File: src/rtl/cache_bus_arbiter.sv
// Arbitrates a single-ported RAM bus between instruction fetch and data memory, with data priority and bounded starvation.
// Optional statistics counters are compiled in when the ARB_STATS_EN macro is defined.
module cache_bus_arbiter #(
    parameter int MAX_DSTREAK = 4,
    parameter int TIMEOUT_CYC = 64,
    parameter int CNT_W       = 32
) (
    input  logic        CLK,
    input  logic        RST,
    input  logic        iREN,
    input  logic [31:0] iaddr,
    output logic        ihit,
    output logic [31:0] iload,
    input  logic        dREN,
    input  logic        dWEN,
    input  logic [31:0] daddr,
    input  logic [31:0] dstore,
    output logic        dhit,
    output logic [31:0] dload,
    output logic        ramREN,
    output logic        ramWEN,
    output logic [31:0] ramaddr,
    output logic [31:0] ramstore,
    input  logic [31:0] ramload,
    input  logic        ram_ready,
    output logic        bus_err
`ifdef ARB_STATS_EN
    ,
    output logic [CNT_W-1:0] stat_igrants,
    output logic [CNT_W-1:0] stat_dgrants,
    output logic [CNT_W-1:0] stat_aborts
`endif
);

    localparam int DS_W = (MAX_DSTREAK < 1) ? 1 : $clog2(MAX_DSTREAK + 1);
    localparam int TC_W = (TIMEOUT_CYC < 2) ? 1 : $clog2(TIMEOUT_CYC + 1);

    typedef enum logic [1:0] {IDLE, IACC, DACC, RESP} state_t;

    state_t          state, state_n;
    logic [DS_W-1:0] dstreak, dstreak_n;
    logic [TC_W-1:0] tcnt, tcnt_n;
    logic [31:0]     lat_addr, lat_store, cap_data;
    logic            lat_wr, lat_own_d;
    logic            bus_err_q;
    logic            grant_i, grant_d, abort, in_acc;

    assign in_acc = (state == IACC) || (state == DACC);

    // NOTE: every signal written here gets a default first so no latch is inferred.
    always_comb begin
        state_n   = state;
        dstreak_n = dstreak;
        tcnt_n    = tcnt;
        grant_i   = 1'b0;
        grant_d   = 1'b0;
        abort     = 1'b0;
        case (state)
            IDLE: begin
                if ((dREN || dWEN) && !(iREN && dstreak == DS_W'(MAX_DSTREAK))) begin
                    grant_d = 1'b1;
                    state_n = DACC;
                    if (!iREN)
                        dstreak_n = '0;
                    else if (dstreak != DS_W'(MAX_DSTREAK))
                        dstreak_n = dstreak + DS_W'(1);
                end else if (iREN) begin
                    grant_i   = 1'b1;
                    state_n   = IACC;
                    dstreak_n = '0;
                end
            end
            IACC, DACC: begin
                if (ram_ready) begin
                    state_n = RESP;
                    tcnt_n  = '0;
                end else if (tcnt == TC_W'(TIMEOUT_CYC - 1)) begin
                    state_n = IDLE;
                    tcnt_n  = '0;
                    abort   = 1'b1;
                end else begin
                    tcnt_n = tcnt + TC_W'(1);
                end
            end
            RESP:    state_n = IDLE;
            default: state_n = IDLE;
        endcase
    end

    // NOTE: sequential state uses non-blocking assignments only, so every register sees pre-edge values.
    always_ff @(posedge CLK) begin
        if (RST) begin
            state     <= IDLE;
            dstreak   <= '0;
            tcnt      <= '0;
            lat_addr  <= '0;
            lat_store <= '0;
            lat_wr    <= 1'b0;
            lat_own_d <= 1'b0;
            cap_data  <= '0;
            bus_err_q <= 1'b0;
        end else begin
            state     <= state_n;
            dstreak   <= dstreak_n;
            tcnt      <= tcnt_n;
            bus_err_q <= abort;
            if (grant_d) begin
                lat_addr  <= daddr;
                lat_store <= dstore;
                lat_wr    <= dWEN;
                lat_own_d <= 1'b1;
            end else if (grant_i) begin
                lat_addr  <= iaddr;
                lat_store <= dstore;
                lat_wr    <= 1'b0;
                lat_own_d <= 1'b0;
            end
            if (in_acc && ram_ready)
                cap_data <= ramload;
        end
    end

    // Everything the bus sees is decoded from registered state, so outputs never glitch on request changes.
    assign ramREN   = in_acc && !lat_wr;
    assign ramWEN   = in_acc && lat_wr;
    assign ramaddr  = lat_addr;
    assign ramstore = lat_store;
    assign ihit     = (state == RESP) && !lat_own_d;
    assign dhit     = (state == RESP) && lat_own_d;
    assign iload    = cap_data;
    assign dload    = cap_data;
    assign bus_err  = bus_err_q;

`ifdef ARB_STATS_EN
    always_ff @(posedge CLK) begin
        if (RST) begin
            stat_igrants <= '0;
            stat_dgrants <= '0;
            stat_aborts  <= '0;
        end else begin
            if (grant_i) stat_igrants <= stat_igrants + CNT_W'(1);
            if (grant_d) stat_dgrants <= stat_dgrants + CNT_W'(1);
            if (abort)   stat_aborts  <= stat_aborts + CNT_W'(1);
        end
    end
`endif

endmodule
File: config.mk
export PLATFORM = sky130hd
export DESIGN_NAME = cache_bus_arbiter
export DESIGN_NICKNAME = d
export VERILOG_FILES = /design/src/rtl/cache_bus_arbiter.sv
export SDC_FILE = /design/constraint.sdc
export NUM_CORES = 1
export LEC_CHECK = 0
export CORE_UTILIZATION = 30
export CTS_CLUSTER_DIAMETER = 50
export DETAILED_ROUTE_END_ITERATION = 8
export HOLD_SLACK_MARGIN = 0.05
export MAX_ROUTING_LAYER = met4
export PLACE_DENSITY = 0.69
export SETUP_SLACK_MARGIN = 0.1
export SYNTH_ARGS = -nofsm -noshare
export SYNTH_HDL_FRONTEND = slang
export SYNTH_SLANG_ARGS = --single-unit
File: constraint.sdc
create_clock -name CLK -period 1.5 [get_ports CLK]
set_input_delay 0.3 -clock CLK [delete_from_list [all_inputs] [get_ports CLK]]
set_output_delay 0.3 -clock CLK [all_outputs]
set_load 0.01 [all_outputs]
==> flow_summary_export.csv <==
group,metric,value,unit
outcome,status,"finished, violations left",
outcome,violations,"setup timing",
drt,drt_pass1_iterations,4,
sta,setup_slack,-126,ps
yosys,yosys-top-cells-area,"dfxtp_1 (49%), nand2_1 (11%), a21oi_1 (8.3%)",
global_routing,grt_pass1_wl,25100,um
cells_and_area,fill_cells,1263,
die,core_area,14600,sq um
yosys,yosys_warnings,0,
drt,drc,0,
worst_setup_path,reg2regPathDepth,9,
drt,drtAntennaViolNets,0,
yosys,syn_inst,555,
global_routing,antenna_found_initial,0,
power_and_ir_drop,power.density,1760,nW/um^2
sta,worst_pin_slew,363,ps
global_routing,grt_overflow,0,
sta,period_minus_slack,1630,ps
global_routing,grt_pass1_vias,4748,
hold_path,hp-class,"input pin to register",
die,dieArea,15500,sq um
clocking,htree_levels,3,
die,pin_count,267,
drt,wl,17200,um
sta,whs,420,ps
yosys,synth_seq_cells,111,
global_routing,grtUsageTotal,20.9,%
sta,final_max_slew_viol_count,0,
yosys,syn-mean-instance-area,8.11,sq um
clocking,path_clk_slew,70,ps
drt,wl_per_cell,17.0,um
clocking,clock-sinks,111,
cells_and_area,regArea,2230,sq um
die,die_y,124,um
drt,via_per_inst,4.99,
run,cap_violations,0,
yosys,synth_flop_cell,"dfxtp_1",
placement,globalplace.congestion,0.789,
yosys,synth-edff-count,0,
drt,dr.first_iter.drc_count,211,
worst_setup_path,worst_ep_arrival_time,1330,ps
clocking,clock_path_buffers,2,
yosys,netlist_area,4500,sq um
worst_setup_path,critPathKind,"register to output port",
clocking,cts_buffers,9,
placement,hpwl,10100,um
drt,num_vias,5037,
cells_and_area,drive_gt1_share,33.3,%
yosys,synth_common_cells,"nand2_1 (136), dfxtp_1 (111), a21oi_1 (75)",
worst_setup_path,critPathLaunchType,"register",
power_and_ir_drop,p_leak,3.99,nW
sta,fmax,615,MHz
worst_setup_path,cp_max_fo,3,
die,die_x,124,um
cells_and_area,fin_cells,1009,
yosys,yosysUniqueCellTypes,36,
worst_setup_path,end_kind,"output port",
global_routing,grt_max_degree,55,
clocking,cts_tree,"yes",
cells_and_area,area_growth,99.0,%
sta,setup_viol,34,
power_and_ir_drop,peakVddDrop,998,uV
placement,portBuffers,266,
placement,dp_cells,962,
sta,final.period_utilization,108,%
worst_setup_path,worstPathRequired,1200,ps
yosys,synth-async-reset-ratio,0,%
sta,slew_headroom,75.8,%
cells_and_area,num-nets-final,960,
yosys,yosysTopAreaCell,"dfxtp_1",
yosys,synth_top_area_share,49.4,%
sta,rsz0062_at_grt,"true",
yosys,seq_area_frac_synth,49.4,%
clocking,clock_latency,350,ps
sta,skew,7.50,ps
clocking,clock-root-buffer,"clkbuf_16",
yosys,synthMostInstantiatedCell,"nand2_1",
die,rows,44,
cells_and_area,multi_input_area,2820,sq um
sta,hold_viol,0,
yosys,synth_nets,694,
die,start_util,30.8,%
hold_path,hold_depth,3,
cells_and_area,diodes,0,
[power breakdown]
| group | internal, mW | switching [mW] | total (mW) | leakage (nW) |
|---|---|---|---|---|
| Combinational | 4.44 | 4.59 | 9.03 | 2.93 |
| Sequential | 3.78 | 0.461 | 4.24 | 0.914 |
| Clock | 1.34 | 1.11 | 2.45 | 0.149 |
[metrics by stage]
stage | TNS (ps) | worst slack, ps | power (mW) | utilization (%) | instance area (sq um)
final | -2460 | -126 | 15.7 | 61.4 | 8960
after global routing | -7160 | -168 | 16.6 | 61.4 | 8960
after CTS | -3780 | -124 | 14.4 | 57.1 | 8330
after detailed placement | -35640 | -635 | 10.7 | 50.0 | 7290
after global placement | -32730 | -562 | 10.6 | 50.0 | 7290
after floorplan | 0 | 83.3 | 7.50 | - | 4520
[logic make-up (layout without fill, tap and decap cells)]
family                     after synthesis  in the layout  share of synthesized area (%)
AOI/OAI and AO/OA                      155            155                           19.0
adders and majority gates                5              5                           1.39
DFF                                    111            111                           49.4
buffers and inverters                   80            349                           10.5
and+or+nand+nor                        204            205                           19.7
[cell type report]
cell class	instances	share of cell area [%]
flip-flops and latches	111	24.9
inverters	6	0.251
multi-input cells	365	31.5
clock buffers	10	2.67
repair buffers	328	37.5
well taps	184	2.57
clock inverters	5	0.643
[critical path, stage by stage (launching register included)]
cell     delay (ps)
dfxtp_2         350
inv_2            50
ha_4            280
inv_2            40
nor2_2          120
buf_2           140
[final timing paths]
| kind | slack (ps) | from | end |
|---|---|---|---|
| worst max-delay path | -130 | state[1] | ramREN |
| worst min register to register | 450 | tcnt[6] | tcnt[6] |
| worst max register to register | -110 | dstreak[0] | ramaddr[0] |
| worst min-delay path | 420 | RST | tcnt[6] |
[cells in the final DEF, fill, tap and decap left out, drive strengths merged]
master,netlist,final
nand2,137,137
dlygate4sd2,0,132
clkdlybuf4s50,0,129
dfxtp,111,111
a21oi,75,75
buf,55,65
nand3,37,37
o21ai,37,37
o22ai,34,34
clkbuf,19,12
nor2,10,11
inv,5,6
ha,5,5
and2,4,4
nor3,4,4
clkinv,1,4
and3,3,3
nand2b,2,2
or3,2,2
a22oi,2,2
a31oi,2,2
nor2b,2,2
and3b,1,1
a32oi,1,1
o31a,1,1
or3b,1,1
o21bai,1,1
o311a,1,1
nand4b,1,1
o211a,1,1
bufinv,0,1
[layer usage]
layer,share of wire [%],vias to the layer above,global-route usage [%]
li1,-,2396,-
met1,40,2425,24.0
met2,53,184,36.0
met3,5.1,32,4.17
met4,2.2,0,7.23
met5,0,-,-
[sequential cells by signal, indices dropped and copies added, names as in the netlist]
signal	cells
ramaddr	32
tcnt	7
lat_wr	1
bus_err	1
dload	32
lat_own_d	1
state	2
ramstore	32
dstreak	3
[repair_timing]
item,CTS,global route
gates resized for setup,295,165
pin swaps,37,82
hold buffers,0,0
endpoints found under the setup margin,239,111
setup buffers,18,7
cloned,10,2
Note: power is estimated with default switching activity, not from simulation.
==> edit 1: new RTL, config.mk and constraints unchanged <==
Compare `tcnt` against `TC_W'(TIMEOUT_CYC - 1)` with >= in place of ==.
--- a/src/rtl/cache_bus_arbiter.sv
+++ b/src/rtl/cache_bus_arbiter.sv
@@ -75,5 +75,5 @@
                     state_n = RESP;
                     tcnt_n  = '0;
-                end else if (tcnt == TC_W'(TIMEOUT_CYC - 1)) begin
+                end else if (tcnt >= TC_W'(TIMEOUT_CYC - 1)) begin
                     state_n = IDLE;
                     tcnt_n  = '0;
Check against the original RTL: no difference found for any inputs over 4 cycles, from zero or initial values and one cycle with RST high; that may be too few to reach the edited logic, so the function may still have changed.
==> edit 1 against the unedited design <==
The flow still finishes with violations (setup timing); cell count up 0.69%; via count shrank 1.8%; setup slack worse by 0.0070 ns; register-to-register slack lost 0.02 ns; cell area rose by 1.4%; synthesized area fell by 1.0%; sequential cell count unchanged; sequential share of layout area shrank 0.38 points; power grew 3.2%; routed wire length down 4.1%; sequential power about the same; first-iteration DRC count decreased by 32%; fmax is 0.43% lower; critical path type is now reg2reg; critical endpoint is now state[0]; largest power group unchanged; highest routed layer unchanged.
==> edit 1: results (changes against the unedited design) <==
| Metric | Value |
|---|---|
| Port bufs | 266 (unchanged) |
| Final WL | 16500 um (was 17200 um) |
| Final Skew | 0.00739 ns (was 0.00750 ns) |
| CTS Root Cell | clkbuf_16 (unchanged) |
| CP arrival | 1.91 ns (was 1.33 ns) |
| Pint | 10.1 mW (was 9.56 mW) |
| Worst-path clk slew | 0.07 ns (about the same) |
| Initial antenna violation count | 0 (unchanged) |
| Max Root-Sink Buffers | 2 (unchanged) |
| Syn Inst Count | 550 (was 555) |
| Vias | 4944 (was 5037) |
| Status | finished with violations (unchanged) |
| First-pass GRT wire length | 23200 um (was 25100 um) |
| YS warnings | 0 (unchanged) |
| Failing checks | setup timing (unchanged) |
| Hold WC Path Type | in2reg (unchanged) |
| CTS Buf Count | 9 (unchanged) |
| First DRT Iteration DRCs | 144 (was 211) |
| Post-synth cell types | 39 (was 36) |
| Worst setup margin | -0.133 ns (was -0.126 ns) |
| VDD IR max | 950 uV (was 998 uV) |
| Vias in the first global route | 4693 (was 4748) |
| Max-slew headroom | 76.2% (was 75.8%) |
| Commonest non-fill, non-tap cell in the layout | dlygate4sd2_1 (unchanged) |
| Drt pass-1 iters | 4 (unchanged) |
| Fill count | 1208 (was 1263) |
| GRT Util Overall | 20.3% (was 20.9%) |
| Synth async-reset ratio | 0% (unchanged) |
| Register area share after synthesis | 49.9% (was 49.4%) |
| Most used DFF post-synth | dfxtp_1 (unchanged) |
| Final setup viols | 57 (was 34) |
| N_diodes | 0 (unchanged) |
| # H-tree levels | 3 (unchanged) |
| Net count after synthesis | 689 (was 694) |
| Layout cells sized above 1 | 31.5% (was 33.3%) |
| Vias per cell | 4.87 (was 4.99) |
| Largest net degree at the start of global routing | 55 (unchanged) |
| Hpwl dp | 10100 um (about the same) |
| Top cells by area, synth | dfxtp_1 (50%), nand2_1 (12%), a21oi_1 (9.1%), buf_4 (5.7%), o22ai_1 (3.5%) (was dfxtp_1 (49%), nand2_1 (11%), a21oi_1 (8.3%), buf_4 (6.3%), o22ai_1 (4.7%)) |
| Total leakage power | 4.04 nW (was 3.99 nW) |
| Placed insts | 970 (was 962) |
| Clock Latency Late Sink | 0.34 ns |
| Routability cong. | 0.766 (was 0.789) |
| Worst-path fanout max | 4 (was 3) |
| Synth top cells by count | nand2_1 (145), dfxtp_1 (111), a21oi_1 (81) (was nand2_1 (136), dfxtp_1 (111), a21oi_1 (75)) |
## edit 1: cell types whose count changed in the layout (fill, tap and decap cells not counted), sizes merged, moves of 3 or more
cell	before	now
o21ai	37	27
clkbuf	12	21
o221ai	0	9
o22ai	34	25
nand2	137	145
nand3	37	29
a21oi	75	82
buf	65	70
clkinv	4	1
## edit 1: cell type report
type                       instances  area (um2)  area share, %
timing repair buffer             339        3600           39.7
multi-input combinational        362        2730           30.1
clock inverter                     1        5.00         0.0551
tap                              184         230           2.54
inverter                           6        22.5          0.248
clock buffer                      13         260           2.87
sequential                       111        2230           24.6
## edit 1: timing repair
| item | in CTS | in global routing |
|---|---|---|
| cloned | 10 | 7 |
| buffers inserted | 9 | 10 |
| endpoints found under the hold margin | 0 | 0 |
| endpoints found under the setup margin | 240 | 111 |
| resized for setup | 255 | 169 |
| pin swaps | 29 | 77 |
## edit 1: worst max-delay path: stages (launching register included)
cell and delay [ns]:
dfxtp_2 0.35, inv_2 0.05, ha_4 0.28, buf_6 0.10, and2_4 0.16, nor2_1 0.04, or4_1 0.46, a21oi_1 0.13
## edit 1: path summary, 6_finish.rpt
path              slack [ns]         start            to  cells past startpoint
setup / recovery       -0.13      state[0]      state[0]                      7
hold / removal          0.42           RST   ramaddr[19]                      4
setup reg to reg       -0.13      state[0]      state[0]                      7
hold reg to reg         0.45  ramstore[30]  ramstore[30]                      2
## edit 1: cell families after synthesis
kind of cell	count (synthesis)	synth area share, %
flip-flops	111	49.9
adder cells (fa/ha/maj)	5	1.40
buffers and inverters	77	9.83
AO/OA/AOI/OAI	153	19.5
AND/OR/NAND/NOR	204	19.4
## edit 1: through the flow
stage	utilization [%]	instance area, um2	worst slack [ns]	hold slack (ns)	setup TNS, ns
4_1_cts	56.8	8260	-0.149	0.406	-3.31
5_1_grt	62.5	9080	-0.175	0.448	-6.92
2_1_floorplan	-	4510	-0.0270	0.379	-0.0377
3_3_place_gp	51.0	7410	-0.437	0.441	-36.42
6_report	62.5	9080	-0.133	0.416	-2.74
3_5_place_dp	51.0	7410	-0.462	0.447	-36.26
## edit 1: power groups by stage
| stage | sequential, mW | clock, mW | combinational (mW) |
|---|---|---|---|
| 2_1_floorplan | 4.60 | 0 | 2.92 |
| 3_3_place_gp | 4.26 | 0 | 6.57 |
| 3_5_place_dp | 4.30 | 0 | 6.59 |
| 4_1_cts | 4.21 | 2.29 | 8.02 |
| 5_1_grt | 4.35 | 2.42 | 10.4 |
| 6_report | 4.24 | 2.24 | 9.76 |
## edit 1: per-layer routing
| metal | track usage (%) | vias to the layer above | share of wire [%] |
|---|---|---|---|
| met5 | - | - | 0 |
| met4 | 6.63 | 0 | 1.2 |
| met3 | 4.85 | 14 | 7.5 |
| met2 | 35.2 | 192 | 52 |
| met1 | 22.7 | 2324 | 40 |
| li1 | - | 2414 | - |
==> edit 2: new RTL, config.mk and constraints unchanged <==
Made on the original files. The parameter `MAX_DSTREAK` goes from 4 to 8.
--- a/src/rtl/cache_bus_arbiter.sv
+++ b/src/rtl/cache_bus_arbiter.sv
@@ -2,5 +2,5 @@
 // Optional statistics counters are compiled in when the ARB_STATS_EN macro is defined.
 module cache_bus_arbiter #(
-    parameter int MAX_DSTREAK = 4,
+    parameter int MAX_DSTREAK = 8,
     parameter int TIMEOUT_CYC = 64,
     parameter int CNT_W       = 32
Behaviour: no difference found for any inputs over 4 cycles, from zero or initial values and one cycle with RST high; that may be too few to reach the edited logic, so the function may still have changed.
==> edit 2 against the unedited design <==
The flow still finishes with violations (setup timing); first-iteration DRC count up 31%; sequential cell count up 1; synthesized area up 2.9%; setup slack better by 0.028 ns; routed wire length up 16%; fmax up 1.7%; power up 9.4%; combinational power up 13%; sequential power up 3%; cell area up 12%; critical path type is now reg2reg; critical endpoint is now state[1]; largest power group unchanged; highest routed layer unchanged.
==> edit 2: results (changes against the unedited design) <==
| Metric | Value |
|---|---|
| Final WL | 19900 um (was 17200 um) |
| Hpwl dp | 9950 um (was 10100 um) |
| Synth top cells by count | nand2_1 (171), dfxtp_1 (112), a21oi_1 (104) (was nand2_1 (136), dfxtp_1 (111), a21oi_1 (75)) |
| Total leakage power | 4.58 nW (was 3.99 nW) |
| Synth async-reset ratio | 0% (unchanged) |
| Mux contribution to synthesized area | 0.459% (was 0%) |
| Xor and xnor area share after synthesis | 0% (unchanged) |
| Largest net degree at the start of global routing | 65 (was 55) |
| Placed insts | 975 (was 962) |
| Worst-path fanout max | 5 (was 3) |
| Hold WC Path Type | in2reg (unchanged) |
| Post-CTS Setup Inserts | 22 (was 18) |
| Max Root-Sink Buffers | 2 (unchanged) |
| Pwr Density | 1710 mW/mm2 (was 1760 mW/mm2) |
| Syn Inst Count | 564 (was 555) |
| # H-tree levels | 3 (unchanged) |
| GRT Util Overall | 23.6% (was 20.9%) |
| Status | finished with violations (unchanged) |
| Worst slew pin tran | 0.592 ns (was 0.363 ns) |
| Initial antenna violation count | 0 (unchanged) |
| Top cells by area, synth | dfxtp_1 (48%), nand2_1 (14%), a21oi_1 (11%), buf_4 (6.3%), o221ai_1 (6.1%) (was dfxtp_1 (49%), nand2_1 (11%), a21oi_1 (8.3%), buf_4 (6.3%), o22ai_1 (4.7%)) |
| N_diodes | 0 (unchanged) |
| Worst setup margin | -0.0982 ns (was -0.126 ns) |
| Final Hold Viols | 0 (unchanged) |
| PostCTS Resize Cnt | 256 (was 295) |
| Vias | 5338 (was 5037) |
| Vias in the first global route | 4919 (was 4748) |
| Fraction of the mapped netlist area in compound gates | 20.3% (was 19.0%) |
| VDD IR max | 1020 uV (was 998 uV) |
| Final Skew | 0.00871 ns (was 0.00750 ns) |
| YS warnings | 0 (unchanged) |
| Worst-path clk slew | 0.07 ns (about the same) |
| Post-synthesis adder-cell area fraction | 1.62% (was 1.39%) |
| Fill count | 1196 (was 1263) |
| Register area share after synthesis | 48.4% (was 49.4%) |
| Placed Area | 0.00751 mm2 (was 0.00729 mm2) |
| Drt pass-1 iters | 4 (unchanged) |
| Nets | 990 (was 960) |
| Failing checks | setup timing (unchanged) |
| Net count after synthesis | 704 (was 694) |
| First-pass GRT wire length | 27800 um (was 25100 um) |
| CP arrival | 1.81 ns (was 1.33 ns) |
| Final setup viols | 62 (was 34) |
| Final setup TNS | -1.73 ns (was -2.46 ns) |
| First DRT Iteration DRCs | 276 (was 211) |
| Place WS | -0.409 ns (was -0.635 ns) |
| Routability cong. | 0.788 (was 0.789) |
| Layout cells sized above 1 | 41.2% (was 33.3%) |
| Finished Layout Cells | 1043 (was 1009) |
| Post-synth cell types | 38 (was 36) |
edit 2: changes by cell type in the layout (fill, tap and decap cells not counted), sizes merged, moves of 4 or more:
cell    unedited run  this run
o221ai             0        32
o21ai             37         5
nand2            137       171
a21oi             75       104
buf               65        85
nand3             37         2
clkbuf            12        16
o22ai             34         2
edit 2: path summary, 6_finish.rpt:
path / start / endpoint / slack [ns] / depth (start not counted)
worst max-delay path: state[0] / state[1] / -0.1 / 8
worst min-delay path: RST / dstreak[2] / 0.39 / 3
worst max register to register: state[0] / state[1] / -0.1 / 8
worst min register to register: ramaddr[10] / ramaddr[10] / 0.45 / 2
edit 2: cell type report:
cell class	count	share of cell area [%]
Timing Repair Buffer	351	39.2
Inverter	4	0.149
Sequential cell	112	22.4
Clock buffer	11	2.42
Multi-Input combinational cell	372	32.7
Tap cell	188	2.34
Clock inverter	5	0.797
edit 2: worst max-delay path, stage by stage (launching register included):
cell and delay (ns):
dfxtp_2 0.36, inv_2 0.06, ha_4 0.25, buf_6 0.12
buf_4 0.15, nand2_8 0.11, nor2_2 0.04, a21oi_1 0.20
a311oi_2 0.16
edit 2: report_power, final:
group	internal (mW)	leakage, nW	total, mW	switching, mW
logic	5.39	3.50	10.2	4.78
clock network	1.51	0.152	2.66	1.15
registers	3.76	0.922	4.37	0.611
edit 2: cells by family (layout without fill, tap and decap cells):
family / Yosys count / after routing
buffers and inverters: 80 / 371
flip-flops: 112 / 112
adder cells (fa/ha/maj): 6 / 6
multiplexers: 2 / 2
AO/OA/AOI/OAI: 154 / 154
AND/OR/NAND/NOR: 210 / 210
edit 2: layer usage:
layer	wire length (um)	GRT usage, %	vias to the layer above
met3	957	3.82	25
met5	0	-	-
li1	-	-	2489
met4	390	8.22	0
met1	8000	28.1	2626
met2	10600	40.3	198
